===== src/rtl/glitc_dp_pkg.sv =====
// -----------------------------------------------------------------------------
// glitc_dp_pkg
//   Shared constants, types and bit-order slice helpers for the GLITC
//   per-channel datapath aligner.
//   Bit-order layout: word[NSAMP*b +: NSAMP] is line b, LSB = earliest sample.
//   Delay layout:     dly[DLY_W*b +: DLY_W]  is the delay of line b.
// -----------------------------------------------------------------------------
package glitc_dp_pkg;

    localparam int unsigned NBITS     = 12;
    localparam int unsigned NSAMP     = 4;
    localparam int unsigned DLY_W     = 3;
    localparam int unsigned CNT_W     = 8;
    localparam logic [7:0]  TRAIN_PAT = 8'hB4;
    localparam int unsigned CHECK_LEN = 256;
    localparam int unsigned LOCK_TO   = 16;

    localparam int unsigned WORD_W = NBITS * NSAMP;
    localparam int unsigned DLYV_W = NBITS * DLY_W;
    localparam int unsigned ERR_W  = NBITS * CNT_W;

    typedef logic [NSAMP-1:0] samp_t;
    typedef logic [DLY_W-1:0] dly_t;
    typedef logic [CNT_W-1:0] cnt_t;

    typedef enum logic [1:0] {
        StIdle,
        StArm,
        StCheck,
        StDone
    } state_e;

    // Samples of line b from a bit-order word.
    function automatic samp_t line_of(input logic [WORD_W-1:0] w, input int unsigned b);
        return w[NSAMP*b +: NSAMP];
    endfunction

    // Delay select of line b from the packed delay vector.
    function automatic dly_t dly_of(input logic [DLYV_W-1:0] d, input int unsigned b);
        return d[DLY_W*b +: DLY_W];
    endfunction

    // Saturating increment for the per-line error counters.
    function automatic cnt_t sat_inc(input cnt_t c);
        return (c == '1) ? c : c + 1'b1;
    endfunction

endpackage


===== src/rtl/glitc_datapath_aligner_if.sv =====
// -----------------------------------------------------------------------------
// glitc_datapath_aligner_if
//   Bundles the aligner's data/control signals.
//   slave  : the aligner (consumes valid_i/dat_i/dly_i/train_i, drives the rest)
//   master : the producer / monitor side
//   Signals:
//     valid_i     word valid from the datapath buffer
//     dat_i       48-bit bit-order input word
//     dly_i       36-bit per-line delay selects
//     train_i     one-cycle pulse starting (or restarting) a check run
//     valid_o     dat_o valid
//     dat_o       48-bit aligned word
//     busy_o      check run in progress
//     done_o      last run finished
//     lock_fail_o last run never found the pattern phase
//     err_o       96-bit packed per-line error counters
// -----------------------------------------------------------------------------
interface glitc_datapath_aligner_if;
    import glitc_dp_pkg::*;

    logic              valid_i;
    logic [WORD_W-1:0] dat_i;
    logic [DLYV_W-1:0] dly_i;
    logic              train_i;
    logic              valid_o;
    logic [WORD_W-1:0] dat_o;
    logic              busy_o;
    logic              done_o;
    logic              lock_fail_o;
    logic [ERR_W-1:0]  err_o;

    modport slave (
        input  valid_i, dat_i, dly_i, train_i,
        output valid_o, dat_o, busy_o, done_o, lock_fail_o, err_o
    );

    modport master (
        output valid_i, dat_i, dly_i, train_i,
        input  valid_o, dat_o, busy_o, done_o, lock_fail_o, err_o
    );

endinterface


===== src/rtl/glitc_line_delay.sv =====
// -----------------------------------------------------------------------------
// glitc_line_delay
//   One bit line: keeps the two previous valid words and selects a 4-sample
//   window delayed by 0..7 samples, registered on each valid word.
//   Ports:
//     clk      system clock
//     rst      synchronous active-high reset (clears history and output)
//     valid    current word valid; history and output only move when high
//     cur      current word of this line (bit 0 = earliest sample)
//     dly      delay in samples
//     aligned  registered delayed word
// -----------------------------------------------------------------------------
module glitc_line_delay
    import glitc_dp_pkg::*;
(
    input  logic  clk,
    input  logic  rst,
    input  logic  valid,
    input  samp_t cur,
    input  dly_t  dly,
    output samp_t aligned
);

    localparam int unsigned HIST_W = 3 * NSAMP;

    samp_t             prev_q;
    samp_t             prev2_q;
    samp_t             aligned_q;
    logic [HIST_W-1:0] hist;
    logic [3:0]        shamt;
    samp_t             slice;

    // hist = {cur, prev, prev2}; hist[0] is the oldest sample held.
    // The window hist[11-d -: 4] starts at bit 8-d.
    always_comb begin
        hist  = {cur, prev_q, prev2_q};
        shamt = 4'(2 * NSAMP) - {1'b0, dly};
        slice = samp_t'(hist >> shamt);
    end

    always_ff @(posedge clk) begin
        if (rst) begin
            prev_q    <= '0;
            prev2_q   <= '0;
            aligned_q <= '0;
        end else if (valid) begin
            prev2_q   <= prev_q;
            prev_q    <= cur;
            aligned_q <= slice;
        end
    end

    assign aligned = aligned_q;

endmodule


===== src/rtl/glitc_datapath_aligner.sv =====
// -----------------------------------------------------------------------------
// glitc_datapath_aligner
//   Per-channel sample-stream aligner. Each of the 12 bit lines is delayed by
//   a programmable 0..7 samples (latency 1 SYSCLK), and a training-pattern
//   checker counts per-line mismatches on the aligned words.
//   Ports:
//     SYSCLK  system clock, all logic on posedge
//     rst_i   synchronous active-high reset
//     bus     glitc_datapath_aligner_if.slave (data, delays, train, status)
//   Checker: IDLE -> (train) ARM -> (line 0 matches a pattern half) CHECK
//            -> (CHECK_LEN words) DONE; ARM times out to DONE after LOCK_TO
//            words with lock_fail set. train_i restarts from any state.
// -----------------------------------------------------------------------------
module glitc_datapath_aligner
    import glitc_dp_pkg::*;
(
    input logic                     SYSCLK,
    input logic                     rst_i,
    glitc_datapath_aligner_if.slave bus
);

    localparam int unsigned       LEN_W     = $clog2(CHECK_LEN);
    localparam int unsigned       LOCK_W    = $clog2(LOCK_TO);
    localparam logic [LEN_W-1:0]  LEN_LAST  = LEN_W'(CHECK_LEN - 1);
    localparam logic [LOCK_W-1:0] LOCK_LAST = LOCK_W'(LOCK_TO - 1);
    localparam samp_t             PAT_LO    = TRAIN_PAT[NSAMP-1:0];
    localparam samp_t             PAT_HI    = TRAIN_PAT[2*NSAMP-1:NSAMP];

    // ---------------------------------------------------------------------
    // Delay lines
    // ---------------------------------------------------------------------
    samp_t [NBITS-1:0] line_out;
    logic              valid_q;

    for (genvar b = 0; b < NBITS; b++) begin : g_line
        glitc_line_delay u_line (
            .clk     (SYSCLK),
            .rst     (rst_i),
            .valid   (bus.valid_i),
            .cur     (line_of(bus.dat_i, b)),
            .dly     (dly_of(bus.dly_i, b)),
            .aligned (line_out[b])
        );
    end

    always_ff @(posedge SYSCLK) begin
        if (rst_i) begin
            valid_q <= 1'b0;
        end else begin
            valid_q <= bus.valid_i;
        end
    end

    // ---------------------------------------------------------------------
    // Checker state and counters
    // ---------------------------------------------------------------------
    state_e             state_q, state_d;
    logic [LOCK_W-1:0]  lock_cnt_q, lock_cnt_d;
    logic [LEN_W-1:0]   len_cnt_q, len_cnt_d;
    logic               phase_q, phase_d;
    logic               lock_fail_q, lock_fail_d;
    cnt_t [NBITS-1:0]   err_q, err_d;

    logic               hit_lo;
    logic               hit_hi;
    samp_t              exp_nib;

    // Line 0 alone decides the pattern phase; phase=1 means the next word
    // should carry the high half.
    assign hit_lo  = (line_out[0] == PAT_LO);
    assign hit_hi  = (line_out[0] == PAT_HI);
    assign exp_nib = phase_q ? PAT_HI : PAT_LO;

    // State register
    always_ff @(posedge SYSCLK) begin
        if (rst_i) begin
            state_q <= StIdle;
        end else begin
            state_q <= state_d;
        end
    end

    // Next state; train_i wins over a same-cycle timeout or end of run.
    always_comb begin
        state_d = state_q;
        if (bus.train_i) begin
            state_d = StArm;
        end else if (valid_q) begin
            unique case (state_q)
                StArm: begin
                    if (hit_lo || hit_hi) begin
                        state_d = StCheck;
                    end else if (lock_cnt_q == LOCK_LAST) begin
                        state_d = StDone;
                    end
                end
                StCheck: begin
                    if (len_cnt_q == LEN_LAST) begin
                        state_d = StDone;
                    end
                end
                default: state_d = state_q;
            endcase
        end
    end

    // Counter / flag next values
    always_comb begin
        lock_cnt_d  = lock_cnt_q;
        len_cnt_d   = len_cnt_q;
        phase_d     = phase_q;
        lock_fail_d = lock_fail_q;
        err_d       = err_q;
        if (bus.train_i) begin
            lock_cnt_d  = '0;
            len_cnt_d   = '0;
            phase_d     = 1'b0;
            lock_fail_d = 1'b0;
            err_d       = '0;
        end else if (valid_q) begin
            unique case (state_q)
                StArm: begin
                    if (hit_lo) begin
                        phase_d = 1'b1;
                    end else if (hit_hi) begin
                        phase_d = 1'b0;
                    end else begin
                        lock_cnt_d = lock_cnt_q + 1'b1;
                        if (lock_cnt_q == LOCK_LAST) begin
                            lock_fail_d = 1'b1;
                        end
                    end
                end
                StCheck: begin
                    phase_d   = ~phase_q;
                    len_cnt_d = len_cnt_q + 1'b1;
                    for (int unsigned b = 0; b < NBITS; b++) begin
                        if (line_out[b] != exp_nib) begin
                            err_d[b] = sat_inc(err_q[b]);
                        end
                    end
                end
                default: begin
                end
            endcase
        end
    end

    always_ff @(posedge SYSCLK) begin
        if (rst_i) begin
            lock_cnt_q  <= '0;
            len_cnt_q   <= '0;
            phase_q     <= 1'b0;
            lock_fail_q <= 1'b0;
            err_q       <= '0;
        end else begin
            lock_cnt_q  <= lock_cnt_d;
            len_cnt_q   <= len_cnt_d;
            phase_q     <= phase_d;
            lock_fail_q <= lock_fail_d;
            err_q       <= err_d;
        end
    end

    // Outputs
    always_comb begin
        bus.valid_o     = valid_q;
        bus.dat_o       = line_out;
        bus.busy_o      = (state_q == StArm) || (state_q == StCheck);
        bus.done_o      = (state_q == StDone);
        bus.lock_fail_o = lock_fail_q;
        bus.err_o       = err_q;
    end

endmodule


===== src/flat_wrapper.sv =====
// flat-port wrapper written by rule: the top's interface ports become plain ports
module glitc_datapath_aligner_flat import glitc_dp_pkg::*;
  (SYSCLK, rst_i, bus_valid_i, bus_dat_i, bus_dly_i, bus_train_i, bus_valid_o, bus_dat_o, bus_busy_o, bus_done_o, bus_lock_fail_o, bus_err_o);
  glitc_datapath_aligner_if bus_i ();
  input logic SYSCLK;
  input logic rst_i;
  input wire logic [$bits(bus_i.valid_i)-1:0] bus_valid_i;
  input wire logic [$bits(bus_i.dat_i)-1:0] bus_dat_i;
  input wire logic [$bits(bus_i.dly_i)-1:0] bus_dly_i;
  input wire logic [$bits(bus_i.train_i)-1:0] bus_train_i;
  output wire logic [$bits(bus_i.valid_o)-1:0] bus_valid_o;
  output wire logic [$bits(bus_i.dat_o)-1:0] bus_dat_o;
  output wire logic [$bits(bus_i.busy_o)-1:0] bus_busy_o;
  output wire logic [$bits(bus_i.done_o)-1:0] bus_done_o;
  output wire logic [$bits(bus_i.lock_fail_o)-1:0] bus_lock_fail_o;
  output wire logic [$bits(bus_i.err_o)-1:0] bus_err_o;
  assign bus_i.valid_i = bus_valid_i;
  assign bus_i.dat_i = bus_dat_i;
  assign bus_i.dly_i = bus_dly_i;
  assign bus_i.train_i = bus_train_i;
  assign bus_valid_o = bus_i.valid_o;
  assign bus_dat_o = bus_i.dat_o;
  assign bus_busy_o = bus_i.busy_o;
  assign bus_done_o = bus_i.done_o;
  assign bus_lock_fail_o = bus_i.lock_fail_o;
  assign bus_err_o = bus_i.err_o;
  glitc_datapath_aligner u_core (.SYSCLK(SYSCLK), .rst_i(rst_i), .bus(bus_i));
endmodule

===== config.mk =====
export PLATFORM = sky130hd
export DESIGN_NAME = glitc_datapath_aligner_flat
export DESIGN_NICKNAME = d
export VERILOG_FILES = /design/src/rtl/glitc_dp_pkg.sv /design/src/rtl/glitc_datapath_aligner_if.sv /design/src/rtl/glitc_line_delay.sv /design/src/rtl/glitc_datapath_aligner.sv /design/src/flat_wrapper.sv
export SDC_FILE = /design/constraint.sdc
export NUM_CORES = 1
export LEC_CHECK = 0
export BUFFER_PORTS_ARGS = -buffer_cell sky130_fd_sc_hd__buf_2
export CAP_MARGIN = 0
export CORE_MARGIN = 2
export CORE_UTILIZATION = 58
export DETAILED_ROUTE_END_ITERATION = 6
export PLACE_DENSITY = 0.85
export SYNTH_ARGS = -nofsm -noshare
export SYNTH_HDL_FRONTEND = slang
export SYNTH_HIERARCHICAL = 1
export SYNTH_SLANG_ARGS = --single-unit

===== constraint.sdc =====
create_clock -name SYSCLK -period 2.37 [get_ports SYSCLK]
set_input_delay 0 -clock SYSCLK [delete_from_list [all_inputs] [get_ports SYSCLK]]
set_output_delay 0 -clock SYSCLK [all_outputs]
set_load 0.1 [all_outputs]

==> results_dict.tcl <==
set metrics [dict create \
    slew_viol_final 0 \
    synth_top_area_share_pct 34.58 \
    cts_made_buffers 28 \
    antenna_left 0 \
    ir_worst_vdd_mv 0.6469 \
    total_power_uw 11210 \
    skew_ns 0.01464 \
    powerDensity_nw_per_um2 621.9 \
    clock-sinks 257 \
    fmax_ghz 0.4370 \
    drtIter0Drc 1157 \
    diodes 0 \
    drtPass1Iterations 6 \
    syn_area_um2 14880 \
    synth_cell_types 60 \
    yosys.area.top_type "dfxtp_1" \
    synthCells 1595 \
    critPathLaunchType "input port" \
    critical_path_required_ns 2.80 \
    grt_use_met3_pct 4.167 \
    final_hold_viol_count 7 \
    grt.overflow.total 0 \
    path_class "input port to flip-flop" \
    tns_ns 0 \
    dieArea_um2 26950 \
    cp-end-kind "flip-flop" \
    vias 13563 \
    grt_max_degree 113 \
    use_met2_pct 45.99 \
    clk_pin_slew_ns 0.06 \
    port_buffers 235 \
    first_global_vias 12671 \
    yosysSeqAreaShare_pct 34.58 \
    clkLatencyLatePin_ns 0.55 \
    slowest_stage "dlygate4sd3_1" \
    grt_pass1_wl_um 60760 \
    min_path_type "input port to flip-flop" \
    ys_ff_latch 257 \
    track_usage_pct 26.99 \
    finalWeightedCongestion 0.9444 \
    wirelength_um 37710 \
    cts_htree_levels 1 \
    num-fill-cells 1842 \
    antenna_found_initial 0 \
    initial_utilization_pct 59.08 \
    fin_area_um2 18020 \
    async_flop_share_pct 0 \
    nNetsFinal 2022 \
    die_h_um 164.2 \
    area_growth_pct 21.15 \
    cpMostUsedCell "dlygate4sd3_1" \
    synth_edf_count 0 \
    clockRootBuffer "clkbuf_16" \
    holdWs_ns -0.03046 \
    ys.flop_type "dfxtp_1" \
    drive_gt1_share_pct 22.48 \
    cp_max_fo 6 \
    ys_top_cells_by_area "dfxtp_1 35%, mux2i_1 13%, nor2_1 6.7%, xnor2_1 4.2%, a21oi_1 3.0%" \
    status "finished, violations left" \
    syn_nets 1712 \
    min_period_ns 2.288 \
    grtUsageMet1_pct 34.74 \
    cts_buffer_depth 3 \
    violations "hold timing" \
    worstMarginPinSlew_ns 0.7651 \
    grt_busiest_layer "met2" \
    placed_area_um2 16310 \
    drv_cap 0 \
    rsz0062_at_grt "false" \
    setup_viol 0 \
    arrival_ns 2.72 \
    coreArea_um2 25180 \
    cts_tree "built" \
    ioPinCount 236 \
    crit_chain "dlygate4sd3_1 > buf_2 > inv_1 > ha_1 > xnor2_4 > mux4_2 > a21oi_2 > a211oi_2 > dlygate4sd3_1" \
    synth.avg_cell_area_um2 9.328 \
    max_slew_margin_pct 48.99 \
    slowest_delay_ns 0.58 \
    core.rowCount 58 \
    remaining_drc_errors 0 \
    dp_hpwl_um 26220 \
    wl_per_cell_um 16.71 \
    synth_warnings 6 \
    die_width_um 164.2 \
    p_leak_uw 0.007542 \
    viasPerCell 6.012 \
    period_share_pct 96.55 \
]
-- kinds of logic after synthesis --
kind of cell | Yosys count | synth area share (%)
AND/OR/NAND/NOR | 604 | 19.83
AO/OA/AOI/OAI | 263 | 12.69
flip-flops | 257 | 34.58
multiplexers | 251 | 20.19
buffers and inverters | 102 | 3.515
XOR/XNOR | 89 | 6.753
adder cells (fa/ha/maj) | 29 | 2.439
-- synthesized netlist by cell type (4+ instances only) --
cell	count
nand4b_1	11
mux2_2	24
xnor2_4	12
a222oi_1	12
a21oi_2	12
a21oi_1	88
a31o_2	37
nand2_1	99
nor2_1	266
and3_1	13
mux2i_1	191
nor3b_1	13
nand3_1	36
a211o_1	12
and4_1	14
ha_1	29
and2_1	14
nor3_1	41
mux4_2	12
a211oi_2	12
dfxtp_1	257
o21ai_0	21
xnor2_1	71
nand4_1	41
nor2b_1	13
mux2i_4	8
a22oi_1	24
or3_1	12
buf_6	13
inv_1	49
or4b_1	5
a41o_1	4
clkbuf_1	11
a31oi_1	4
buf_2	25
mux4_1	12
o211ai_1	9
nor4_1	13
xor2_1	6
o2bb2ai_1	12
or4b_4	6
-- worst paths after layout --
kind                        from                                  end  slack (ns)  depth (start not counted)
max                bus_dly_i[30]  u_core/g_line[10].u_line/aligned[1]        0.08                          9
min                        rst_i   u_core/g_line[5].u_line/prev2_q[3]       -0.03                          3
max reg2reg    u_core/state_q[0]                 u_core/bus.err_o[70]        0.19                          8
min reg2reg  u_core/len_cnt_q[1]                  u_core/len_cnt_q[1]        0.48                          2
-- cells in the final DEF, fill, tap and decap left out, drive strengths merged, types with 46 or more instances in the layout --
cell | netlist | layout
nor2 | 266 | 266
dfxtp | 257 | 257
buf | 42 | 257
mux2i | 202 | 202
a21oi | 100 | 100
nand2 | 99 | 99
xnor2 | 83 | 83
dlygate4sd3 | 0 | 76
inv | 49 | 49
clkbuf | 11 | 46
-- registers in the layout (all words and copies together) (netlist names), 2 cells and up --
name and cells:
u_core/bus.err_o 96, u_core/g_line.u_line/aligned 48, u_core/g_line.u_line/prev2_q 48, u_core/g_line.u_line/prev_q 48, u_core/len_cnt_q 8, u_core/lock_cnt_q 4, u_core/state_q 2
-- timing repair --
action,4_1_cts,5_1_grt
buffers inserted,0,3
hold buffers,76,0
setup endpoints to repair,0,5
resized for setup,0,2
hold endpoints to repair,107,0
-- report_power, final --
part	internal, µW	switching (µW)	total (µW)
clock network	2590	1760	4350
registers	4470	165	4640
logic	840	1380	2220
-- per-stage QoR --
step,setup WS (ns),instances,utilization [%]
detailed placement,0.2104,2126,64.76
floorplan,0.07989,1595,-
global placement,0.2798,2126,64.76
CTS,0.05602,2253,71.48
finish,0.08168,2256,71.58
global route,0.004758,2256,71.58
-- final cells by class --
type                       instances  area, µm²  area share, %
clock buffer                      46      868.3          4.817
clock inverter                     5      63.81         0.3540
inverter                          49      183.9          1.020
multi-input combinational       1236       9215          51.12
sequential                       257       5145          28.54
tap                              330      412.9          2.291
timing repair buffer             333       2136          11.85
-- per-layer routing --
layer | vias to the layer above | routed length [µm] | share of wire [%]
met5 | - | 0 | 0
met4 | 0 | 1222 | 3.2
met3 | 100 | 2614 | 6.9
met2 | 569 | 18070 | 48
met1 | 6412 | 15800 | 42
li1 | 6482 | - | -
-- critical path: cells and delay by family --
kind            cells  cell delay [ns]
buf+inv             4             1.36
mux                 1             0.55
fa+ha+maj           1             0.29
compound gates      2             0.26
xor+xnor            1             0.25
(Power assumes the default switching activity.)
